==> src/rtl/alu_arbiter_pkg.sv <==
// alu_arbiter_pkg: shared FSM encoding, ALU opcode values and counter sizing
// for the two-port ALU arbiter. The optional opcode legality check is enabled
// with the ALU_ARB_OPRN_CHECK_EN macro and uses oprn_legal() below.
package alu_arbiter_pkg;

    typedef enum logic [1:0] {
        IDLE = 2'd0,
        EXEC = 2'd1,
        RESP = 2'd2
    } state_t;

    localparam int OPRN_ADD = 1;
    localparam int OPRN_SUB = 2;
    localparam int OPRN_MUL = 3;
    localparam int OPRN_SHR = 4;
    localparam int OPRN_SHL = 5;
    localparam int OPRN_AND = 6;
    localparam int OPRN_OR  = 7;
    localparam int OPRN_NOR = 8;
    localparam int OPRN_SLT = 9;

    localparam int OPRN_MIN = OPRN_ADD;
    localparam int OPRN_MAX = OPRN_SLT;

    // Busy counter holds up to 15 execute cycles for multiply.
    localparam int CNT_WIDTH = 4;

    // True when the opcode is one the ALU implements.
    function automatic logic oprn_legal(input logic [31:0] oprn);
        return (oprn >= 32'(OPRN_MIN)) && (oprn <= 32'(OPRN_MAX));
    endfunction

endpackage

==> src/rtl/alu_arbiter_rr_arbiter2.sv <==
// alu_arbiter_rr_arbiter2: two-way round-robin grant. A lone requester always
// wins; on a tie the requester that was not granted last time wins.
module alu_arbiter_rr_arbiter2 (
    input  logic valid_a,
    input  logic valid_b,
    input  logic last_grant,
    output logic grant_a,
    output logic grant_b
);

    // Grant selection; last_grant = 1 means B was served last, so A wins a tie.
    always_comb begin
        grant_a = 1'b0;
        grant_b = 1'b0;
        if (valid_a && valid_b) begin
            grant_a = last_grant;
            grant_b = !last_grant;
        end else begin
            grant_a = valid_a;
            grant_b = valid_b;
        end
    end

endmodule

==> src/rtl/alu_arbiter.sv <==
// alu_arbiter: shares one external combinational ALU between requesters A
// (id 0) and B (id 1). Accepted operands are registered and drive the ALU;
// multiply is held for MUL_LATENCY execute cycles, every other opcode for one.
// The result is returned with the requester id under RSP_READY backpressure.
// Optional macro ALU_ARB_OPRN_CHECK_EN: opcodes outside 1..9 skip the ALU and
// return RSP_ERR = 1 one cycle after acceptance.
module alu_arbiter
    import alu_arbiter_pkg::*;
#(
    parameter int DATA_WIDTH  = 32,
    parameter int OPRN_WIDTH  = 6,
    parameter int MUL_LATENCY = 3
) (
    input  logic                  CLK,
    input  logic                  RST,
    input  logic                  A_VALID,
    output logic                  A_READY,
    input  logic [DATA_WIDTH-1:0] A_OP1,
    input  logic [DATA_WIDTH-1:0] A_OP2,
    input  logic [OPRN_WIDTH-1:0] A_OPRN,
    input  logic                  B_VALID,
    output logic                  B_READY,
    input  logic [DATA_WIDTH-1:0] B_OP1,
    input  logic [DATA_WIDTH-1:0] B_OP2,
    input  logic [OPRN_WIDTH-1:0] B_OPRN,
    output logic [DATA_WIDTH-1:0] ALU_OP1,
    output logic [DATA_WIDTH-1:0] ALU_OP2,
    output logic [OPRN_WIDTH-1:0] ALU_OPRN,
    input  logic [DATA_WIDTH-1:0] ALU_OUT,
    input  logic                  ALU_ZERO,
    output logic                  RSP_VALID,
    input  logic                  RSP_READY,
    output logic [DATA_WIDTH-1:0] RSP_OUT,
    output logic                  RSP_ZERO,
    output logic                  RSP_ID,
    output logic                  RSP_ERR
);

    state_t                state;
    state_t                state_nxt;
    logic [DATA_WIDTH-1:0] op1_r;
    logic [DATA_WIDTH-1:0] op2_r;
    logic [OPRN_WIDTH-1:0] oprn_r;
    logic [CNT_WIDTH-1:0]  cnt_r;
    logic                  last_grant_r;
    logic [DATA_WIDTH-1:0] rsp_out_r;
    logic                  rsp_zero_r;
    logic                  rsp_id_r;
    logic                  grant_a;
    logic                  grant_b;
    logic                  ready_a;
    logic                  ready_b;
    logic                  xfer;
    logic                  load;
    logic                  finish;
    logic                  sel_id;
    logic [DATA_WIDTH-1:0] sel_op1;
    logic [DATA_WIDTH-1:0] sel_op2;
    logic [OPRN_WIDTH-1:0] sel_oprn;
`ifdef ALU_ARB_OPRN_CHECK_EN
    logic                  bypass;
    logic                  rsp_err_r;
`endif

    alu_arbiter_rr_arbiter2 u_rr_arbiter2 (
        .valid_a    (A_VALID),
        .valid_b    (B_VALID),
        .last_grant (last_grant_r),
        .grant_a    (grant_a),
        .grant_b    (grant_b)
    );

    // The granted requester's fields; only meaningful in an IDLE transfer cycle.
    assign sel_id   = grant_b;
    assign sel_op1  = grant_b ? B_OP1  : A_OP1;
    assign sel_op2  = grant_b ? B_OP2  : A_OP2;
    assign sel_oprn = grant_b ? B_OPRN : A_OPRN;

    assign A_READY   = ready_a;
    assign B_READY   = ready_b;
    assign ALU_OP1   = op1_r;
    assign ALU_OP2   = op2_r;
    assign ALU_OPRN  = oprn_r;
    assign RSP_VALID = (state == RESP);
    assign RSP_OUT   = rsp_out_r;
    assign RSP_ZERO  = rsp_zero_r;
    assign RSP_ID    = rsp_id_r;
`ifdef ALU_ARB_OPRN_CHECK_EN
    assign RSP_ERR   = rsp_err_r;
`else
    assign RSP_ERR   = 1'b0;
`endif

    // FSM state register.
    always_ff @(posedge CLK) begin
        if (RST) begin
            state <= IDLE;
        end else begin
            state <= state_nxt;
        end
    end

    // Next-state logic plus the ready handshake and datapath strobes.
    always_comb begin
        state_nxt = state;
        ready_a   = 1'b0;
        ready_b   = 1'b0;
        xfer      = 1'b0;
        load      = 1'b0;
        finish    = 1'b0;
`ifdef ALU_ARB_OPRN_CHECK_EN
        bypass    = 1'b0;
`endif
        case (state)
            IDLE: begin
                ready_a = grant_a && !RST;
                ready_b = grant_b && !RST;
                if ((A_VALID && ready_a) || (B_VALID && ready_b)) begin
                    xfer = 1'b1;
`ifdef ALU_ARB_OPRN_CHECK_EN
                    if (!oprn_legal(32'(sel_oprn))) begin
                        bypass    = 1'b1;
                        state_nxt = RESP;
                    end else begin
                        load      = 1'b1;
                        state_nxt = EXEC;
                    end
`else
                    load      = 1'b1;
                    state_nxt = EXEC;
`endif
                end
            end
            EXEC: begin
                if (cnt_r == CNT_WIDTH'(1)) begin
                    finish    = 1'b1;
                    state_nxt = RESP;
                end
            end
            RESP: begin
                if (RSP_READY) begin
                    state_nxt = IDLE;
                end
            end
            default: begin
                state_nxt = IDLE;
            end
        endcase
    end

    // Operand capture, busy counter, round-robin history and result latch.
    always_ff @(posedge CLK) begin
        if (RST) begin
            op1_r        <= '0;
            op2_r        <= '0;
            oprn_r       <= '0;
            cnt_r        <= '0;
            last_grant_r <= 1'b1;
            rsp_out_r    <= '0;
            rsp_zero_r   <= 1'b0;
            rsp_id_r     <= 1'b0;
        end else begin
            if (xfer) begin
                last_grant_r <= sel_id;
                rsp_id_r     <= sel_id;
            end
            if (load) begin
                op1_r  <= sel_op1;
                op2_r  <= sel_op2;
                oprn_r <= sel_oprn;
                cnt_r  <= (sel_oprn == OPRN_WIDTH'(OPRN_MUL)) ?
                          CNT_WIDTH'(MUL_LATENCY) : CNT_WIDTH'(1);
            end else if (state == EXEC) begin
                cnt_r <= cnt_r - CNT_WIDTH'(1);
            end
            if (finish) begin
                rsp_out_r  <= ALU_OUT;
                rsp_zero_r <= ALU_ZERO;
            end
`ifdef ALU_ARB_OPRN_CHECK_EN
            if (bypass) begin
                rsp_out_r  <= '0;
                rsp_zero_r <= 1'b0;
            end
`endif
        end
    end

`ifdef ALU_ARB_OPRN_CHECK_EN
    // Error flag: set for a bypassed illegal opcode, cleared by any legal request.
    always_ff @(posedge CLK) begin
        if (RST) begin
            rsp_err_r <= 1'b0;
        end else if (load) begin
            rsp_err_r <= 1'b0;
        end else if (bypass) begin
            rsp_err_r <= 1'b1;
        end
    end
`endif

endmodule
==> config.mk <==
export PLATFORM = sky130hd
export DESIGN_NAME = alu_arbiter
export DESIGN_NICKNAME = d
export VERILOG_FILES = /design/src/rtl/alu_arbiter_pkg.sv /design/src/rtl/alu_arbiter_rr_arbiter2.sv /design/src/rtl/alu_arbiter.sv
export SDC_FILE = /design/constraint.sdc
export NUM_CORES = 1
export LEC_CHECK = 0
export BUFFER_PORTS_ARGS = -buffer_cell sky130_fd_sc_hd__buf_2
export CAP_MARGIN = 10
export CORE_AREA = 2 2 110 112
export DETAILED_ROUTE_END_ITERATION = 12
export DIE_AREA = 0 0 112 114
export PLACE_DENSITY_LB_ADDON = 0.2
export RECOVER_POWER = 50
export SYNTH_ARGS = -nofsm -noshare
export SYNTH_HDL_FRONTEND = slang
export SYNTH_SLANG_ARGS = --single-unit
==> constraint.sdc <==
create_clock -name CLK -period 2.89 [get_ports CLK]
set_clock_uncertainty 0.1 [all_clocks]
set_input_delay 0.578 -clock CLK [delete_from_list [all_inputs] [get_ports CLK]]
set_output_delay 0.578 -clock CLK [all_outputs]
set_load 0.02 [all_outputs]
==> out/metrics.csv, run 1 <==
stage,metric,value,unit
min_path,hold_start,RSP_OUT[5],
global_route,antenna_found_initial,0,
setup_path,cp_top_family,buffers and inverters,
sta,min_period,2.33,ns
setup_path,slowest_delay,0.93,ns
setup_path,startpoint_type,primary input,
clock_tree,cts-root-buf,clkbuf_16,
drt,via_count,4510,
floorplanning,core,11700,sq um
drt,routed_wl,12700,microns
global_route,grt_use_met1,0.219,
finish,stdcell_count,920,
finish,drive_gt1_frac,0.282,
setup_path,arrival,2.46,ns
drt,drc,0,
flow_run,drv_cap,0,
global_route,met2_usage,0.347,
yosys,syn-cell-area,4760,sq um
drt,firstDrtPassIters,6,
global_route,grt_pass1_vias,4364,
setup_path,path_cells,buf_2 > a21boi_4 > clkbuf_4 > o21ai_0 > a21o_1,
floorplanning,row_count,40,
pwr,cellPowerDensity,613,nW/um^2
clock_tree,clock_latency,0.33,ns
setup_path,path_class,in -> reg,
drt,via_per_inst,4.90,
global_route,grt_overflow_total,0,
floorplanning,io_pins,286,
global_route,grt_max_degree,74,
sta,rsz0062_at_grt,no,
drt,postRouteAntennaNets,0,
drt,wl_per_cell,13.8,microns
clock_tree,htreeDepth,3,
clock_tree,clock_path_buffers,2,
yosys,syn-num-nets,690,
sta,drv_slew,0,
clock_tree,cts_tree,done,
placement,place_area,6190,sq um
global_route,grt_use_total,0.192,
finish,num-nets-final,948,
sta,final_hold_viol_count,0,
clock_tree,cts_resized,0,
min_path,hp-class,reg -> reg,
global_route,grt_first_pass_wirelength,19900,microns
finish,area_growth,33.2,%
floorplanning,die_w,112,microns
yosys,yosysSeqAreaShare,0.467,
floorplanning,chipHeight,114,microns
sta,worst_pin_slew,1.25,ns
setup_path,crit_slowest_cell,clkbuf_4,
yosys,ys_warn_count,0,
run_status,outcome,finished clean,
pwr,power,3.89,mW
drt,dr.first_iter.drc_count,210,
yosys,synth_cells,510,
sta,setup_viol,0,
floorplanning,start_util,0.407,
setup_path,required,3.02,ns
setup_path,critPathMaxFanout,73,
yosys,avgSynthCellArea,9.34,sq um
finish,final_util,0.542,
placement,post-place-cells,904,
setup_path,reg2reg_from,last_grant_r,
clock_tree,clk_pin_slew,0.07,ns
clock_tree,cts_setup_buffers,0,
sta,timing.fmax,429,MHz
pwr,leakage,2.59,nW
placement,hpwl,9660,microns
setup_path,crit_path_end_kind,flip-flop,
setup_path,crit_buf_inv,2,
global_route,grt_use_met3,0.0420,
pwr,ir_drop,0.252,mV
sta,setup_tns,0,ns
placement,gp_congestion,0.827,
floorplanning,die-area,12800,sq um
clock_tree,cts_buffers,9,
yosys,ys_ff_latch,111,
sta,max-slew-margin-rel,0.164,
global_route,top_usage_layer,met2,
sta,period_share,0.806,
finish,final_area,6340,sq um
clock_tree,cts.sink_count,111,
yosys,ys_types,36,
setup_path,critical_path.startpoint,A_VALID,
clock_tree,cts_hold_buf,0,
finish,antennaDiodeCount,0,
finish,fillCellCount,1157,
placement,io_buffers,284,
## metal layers
metal / up-vias / routed length (microns)
met3: 21 / 872
met2: 177 / 6460
met5: - / 0
li1: 2305 / -
met4: 0 / 281
met1: 2007 / 5090
## state kept, by name (all words and copies together) (netlist names)
register,flops
RSP_ID,1
cnt_r,4
last_grant_r,1
ALU_OP2,32
ALU_OP1,32
state,2
RSP_ZERO,1
ALU_OPRN,6
RSP_OUT,32
## through the flow
step                hold WS [ns]  worst slack [ns]
global placement           0.339             0.784
detailed placement         0.347             0.680
global route               0.369             0.459
CTS                        0.356             0.819
floorplan                  0.353             0.884
finish                     0.356             0.561
## final timing paths
kind	end	slack (ns)	depth (start not counted)
max	cnt_r[1]	0.56	5
min	RSP_OUT[5]	0.36	2
max reg2reg	cnt_r[1]	0.62	4
min reg2reg	RSP_OUT[5]	0.36	2
## worst reg2reg max path: stages (launching register included)
cell and delay [ns]:
dfxtp_1 0.35, a21boi_4 0.13, clkbuf_4 0.93, o21ai_0 0.42, a21o_1 0.24
## layout make-up
type                       count  area (sq um)  share of cell area
inverter                       2          7.51             0.00118
tap                          147           184              0.0290
clock inverter                 4          28.8             0.00454
sequential                   111          2220               0.350
clock buffer                  12           267              0.0420
multi-input combinational    352          2260               0.356
timing repair buffer         292          1380               0.217
## report_power, final
group          internal (mW)  switching (mW)
Clock                  0.656           0.537
Sequential              1.68          0.0890
Combinational          0.358           0.570
Total                   2.69            1.20
## synthesized netlist by cell type (all sizes together)
cell type | n | area, sq um
a21boi | 1 | 11.3
o21ai | 2 | 10.0
xnor2 | 1 | 8.76
nor2b | 3 | 18.8
clkbuf | 12 | 45.0
a22oi | 1 | 7.51
a221o | 1 | 10.0
xor2 | 1 | 8.76
dfxtp | 111 | 2220
buf | 33 | 246
ha | 2 | 25.0
inv | 2 | 7.51
nor2 | 73 | 274
nor3 | 2 | 15.0
o21a | 1 | 7.51
nand2 | 69 | 259
a211oi | 70 | 576
nand4 | 1 | 6.26
nor4 | 2 | 12.5
nand3 | 3 | 15.0
mux2i | 70 | 701
or4 | 1 | 7.51
conb | 1 | 3.75
or2 | 1 | 6.26
a21o | 1 | 7.51
and3b | 1 | 8.76
nand2b | 2 | 12.5
a21oi | 37 | 185
and2 | 2 | 12.5
a2111oi | 2 | 23.8
nor3b | 1 | 7.51
## cells in the final DEF (no fill, tap or decap), types with 2 or more instances in the layout
master and count:
clkbuf_16 9, clkinvlp_4 2, buf_4 6, o21ai_0 2
buf_2 179, mux2i_1 70, a21oi_1 37, and2_1 2
nor2_1 73, nand2_1 69, dfxtp_1 111, a211oi_1 60
nor2b_1 3, a211oi_2 10, inv_1 2, clkbuf_8 3
nor4_1 2, nand2b_1 2, clkbuf_1 104, nand3_1 3
ha_1 2, buf_12 2
## logic make-up after synthesis
family | Yosys count | synth area share
adder cells (fa/ha/maj) | 2 | 0.00525
XOR/XNOR | 2 | 0.00368
other | 1 | 0.000787
AND/OR/NAND/NOR | 161 | 0.138
multiplexers | 70 | 0.147
AO/OA/AOI/OAI | 116 | 0.176
buffers and inverters | 47 | 0.0628
flip-flops | 111 | 0.467
(Power assumes the default switching activity.)
==> run 2: changes to the inputs <==
- CORE_AREA: 2 2 110 112 -> 2 2 112 114
- DIE_AREA: 0 0 112 114 -> 0 0 114 116
- clock period: 2.89 -> 2.3 ns (I/O delays scaled with it)
==> run 2 against run 1 <==
Sequential share of layout area hardly changed. Non-clock buffer count is 3 higher. Combinational power rose by 26%. First-iteration DRC count increased by 27%. Clock power increased by 23%. Clock-buffer cell count decreased by 1. Hold slack lost 0.10 ns. Cell count up 0.22%. Register-to-register slack got worse by 0.25 ns. Global-route usage decreased by 0.19 points. Via count shrank 1.5%. Critical endpoint is now A_READY. Highest routed layer unchanged.
==> out/metrics.csv, run 2 (synthesized netlist as in run 1, its figures left out) <==
stage,metric,value,unit,change
setup_path,critPathMaxFanout,6,,-92%
clock_tree,cts_buffers,9,,unchanged
drt,via_per_inst,4.82,,-1.7%
setup_path,crit_path_end_kind,output port,,
sta,setup_tns,0,ns,unchanged
sta,setup_viol,0,,unchanged
setup_path,startpoint_type,flip-flop,,
min_path,hp-class,in -> reg,,
sta,min_period,2.10,ns,
clock_tree,cts.sink_count,111,,unchanged
global_route,grt_max_degree,72,,-2.7%
finish,final_common_cell,buf_2,,
pwr,leakage,2.59,nW,-0.14%
drt,routed_wl,12900,microns,+1.8%
floorplanning,row_count,40,,unchanged
pwr,cellPowerDensity,764,nW/um^2,+25%
placement,hpwl,9840,microns,+1.9%
pwr,swShare,0.314,,+0.00682
sta,worst_pin_slew,0.812,ns,-0.442 ns
setup_path,reg2reg_to,ALU_OP1[25],,
pwr,p_int,3.33,mW,+23%
sta,drv_slew,0,,unchanged
finish,drive_gt1_frac,0.280,,-0.00202
clock_tree,clock_latency,0.34,ns,about the same
clock_tree,clock_path_buffers,2,,unchanged
drt,wl_per_cell,14.0,microns,+1.6%
global_route,grt_use_total,0.190,,-0.00194
sta,rsz0062_at_grt,no,,
placement,io_buffers,284,,unchanged
floorplanning,start_util,0.400,,-0.00683
clock_tree,cts_tree,done,,
min_path,min_path_cells,3,,+1
global_route,grt_overflow_total,0,,unchanged
clock_tree,clk_pin_slew,0.07,ns,about the same
finish,num-nets-final,951,,+0.32%
floorplanning,core,11900,sq um,+1.7%
clock_tree,cts_hold_buf,0,,unchanged
drt,dr.first_iter.drc_count,266,,+27%
setup_path,arrival,1.54,ns,-0.92 ns
flow_run,drv_cap,0,,unchanged
global_route,grt_first_pass_wirelength,20200,microns,+1.2%
global_route,antenna_found_initial,0,,unchanged
setup_path,regToRegSetupSlack,0.37,ns,-0.25 ns
global_route,grt_pass1_vias,4227,,-3.1%
pwr,clock_power_share,0.301,,-0.006
min_path,min_to,RSP_OUT[23],,
finish,final_cell_mix,"buf_2, dfxtp_1, clkbuf_1",,
min_path,hold_start,ALU_OUT[23],,
pwr,pwr-share-seq,0.458,,+0.003
setup_path,path_class,reg -> out,,
clock_tree,cts_resized,0,,unchanged
pwr,ir_drop,0.515,mV,+100%
sta,holdWs,0.255,ns,-0.101 ns
finish,antennaDiodeCount,0,,unchanged
run_status,outcome,finished clean,,
clock_tree,htreeDepth,3,,unchanged
sta,max-slew-margin-rel,0.458,,+0.294
finish,fillCellCount,1189,,+2.8%
setup_path,reg2reg_from,state[1],,
finish,area_growth,33.3,%,about the same
pwr,combPwrFrac,0.242,,+0.004
drt,postRouteAntennaNets,0,,unchanged
sta,period_share,0.912,,
floorplanning,die-area,13200,sq um,+3.6%
drt,via_count,4443,,-1.5%
pwr,p_switching,1.52,mW,+27%
drt,drc,0,,unchanged
clock_tree,cts-root-buf,clkbuf_16,,
floorplanning,io_pins,286,,unchanged
setup_path,rr_worst_depth,5,,+1
sta,final_hold_viol_count,0,,unchanged
drt,firstDrtPassIters,4,,-2
floorplanning,die_w,114,microns,+1.8%
clock_tree,cts_setup_buffers,0,,unchanged
placement,gp_congestion,0.781,,-5.6%
floorplanning,chipHeight,116,microns,+1.8%
setup_path,critical_path.startpoint,state[1],,
setup_path,required,1.74,ns,-1.28 ns
sta,timing.fmax,477,MHz,
[run 2: power groups by stage]
stage,combinational (mW),clock (mW),sequential (mW)
after floorplan,0.607,0,2.46
after global placement,1.21,0,2.25
after detailed placement,1.24,0,2.26
after CTS,1.24,1.50,2.22
after global routing,1.29,1.58,2.25
final,1.17,1.46,2.22
[run 2: through the flow]
stage / setup slack (ns) / util / power, mW / cell area, sq um / cells
after floorplan: 0.530 / - / 3.06 / 4760 / 510
after global placement: 0.282 / 0.522 / 3.46 / 6210 / 907
after detailed placement: 0.229 / 0.522 / 3.49 / 6210 / 907
after CTS: 0.311 / 0.545 / 4.95 / 6490 / 922
after global routing: 0.154 / 0.533 / 5.12 / 6350 / 922
final: 0.202 / 0.533 / 4.85 / 6350 / 922
[run 2: area by class of cell]
cell class	instances	area (sq um)	share of cell area
well taps	147	184	0.0290
clock inverters	4	31.3	0.00493
repair buffers	295	1410	0.222
flip-flops and latches	111	2220	0.350
clock buffers	11	243	0.0382
inverters	2	7.51	0.00118
multi-input cells	352	2250	0.355
[run 2: critical path, cell delays in order, from the launching register on]
cell and delay (ns):
dfxtp_1 0.36, nor3_1 0.39, and3b_1 0.26, buf_2 0.18
[run 2: how the worst max path moves through the flow]
stage and endpoint:
2_1_floorplan B_READY, 3_3_place_gp ALU_OP1[27], 5_1_grt A_READY, 6_report A_READY, 4_1_cts A_READY, 3_5_place_dp ALU_OP1[25]
[run 2: per-layer routing]
layer  routed length, microns  track usage  share of wire
met1                     5390        0.221           0.42
met2                     6380        0.339           0.49
met3                     1010       0.0586          0.078
met4                      161       0.0520          0.012
met5                        0            0              0
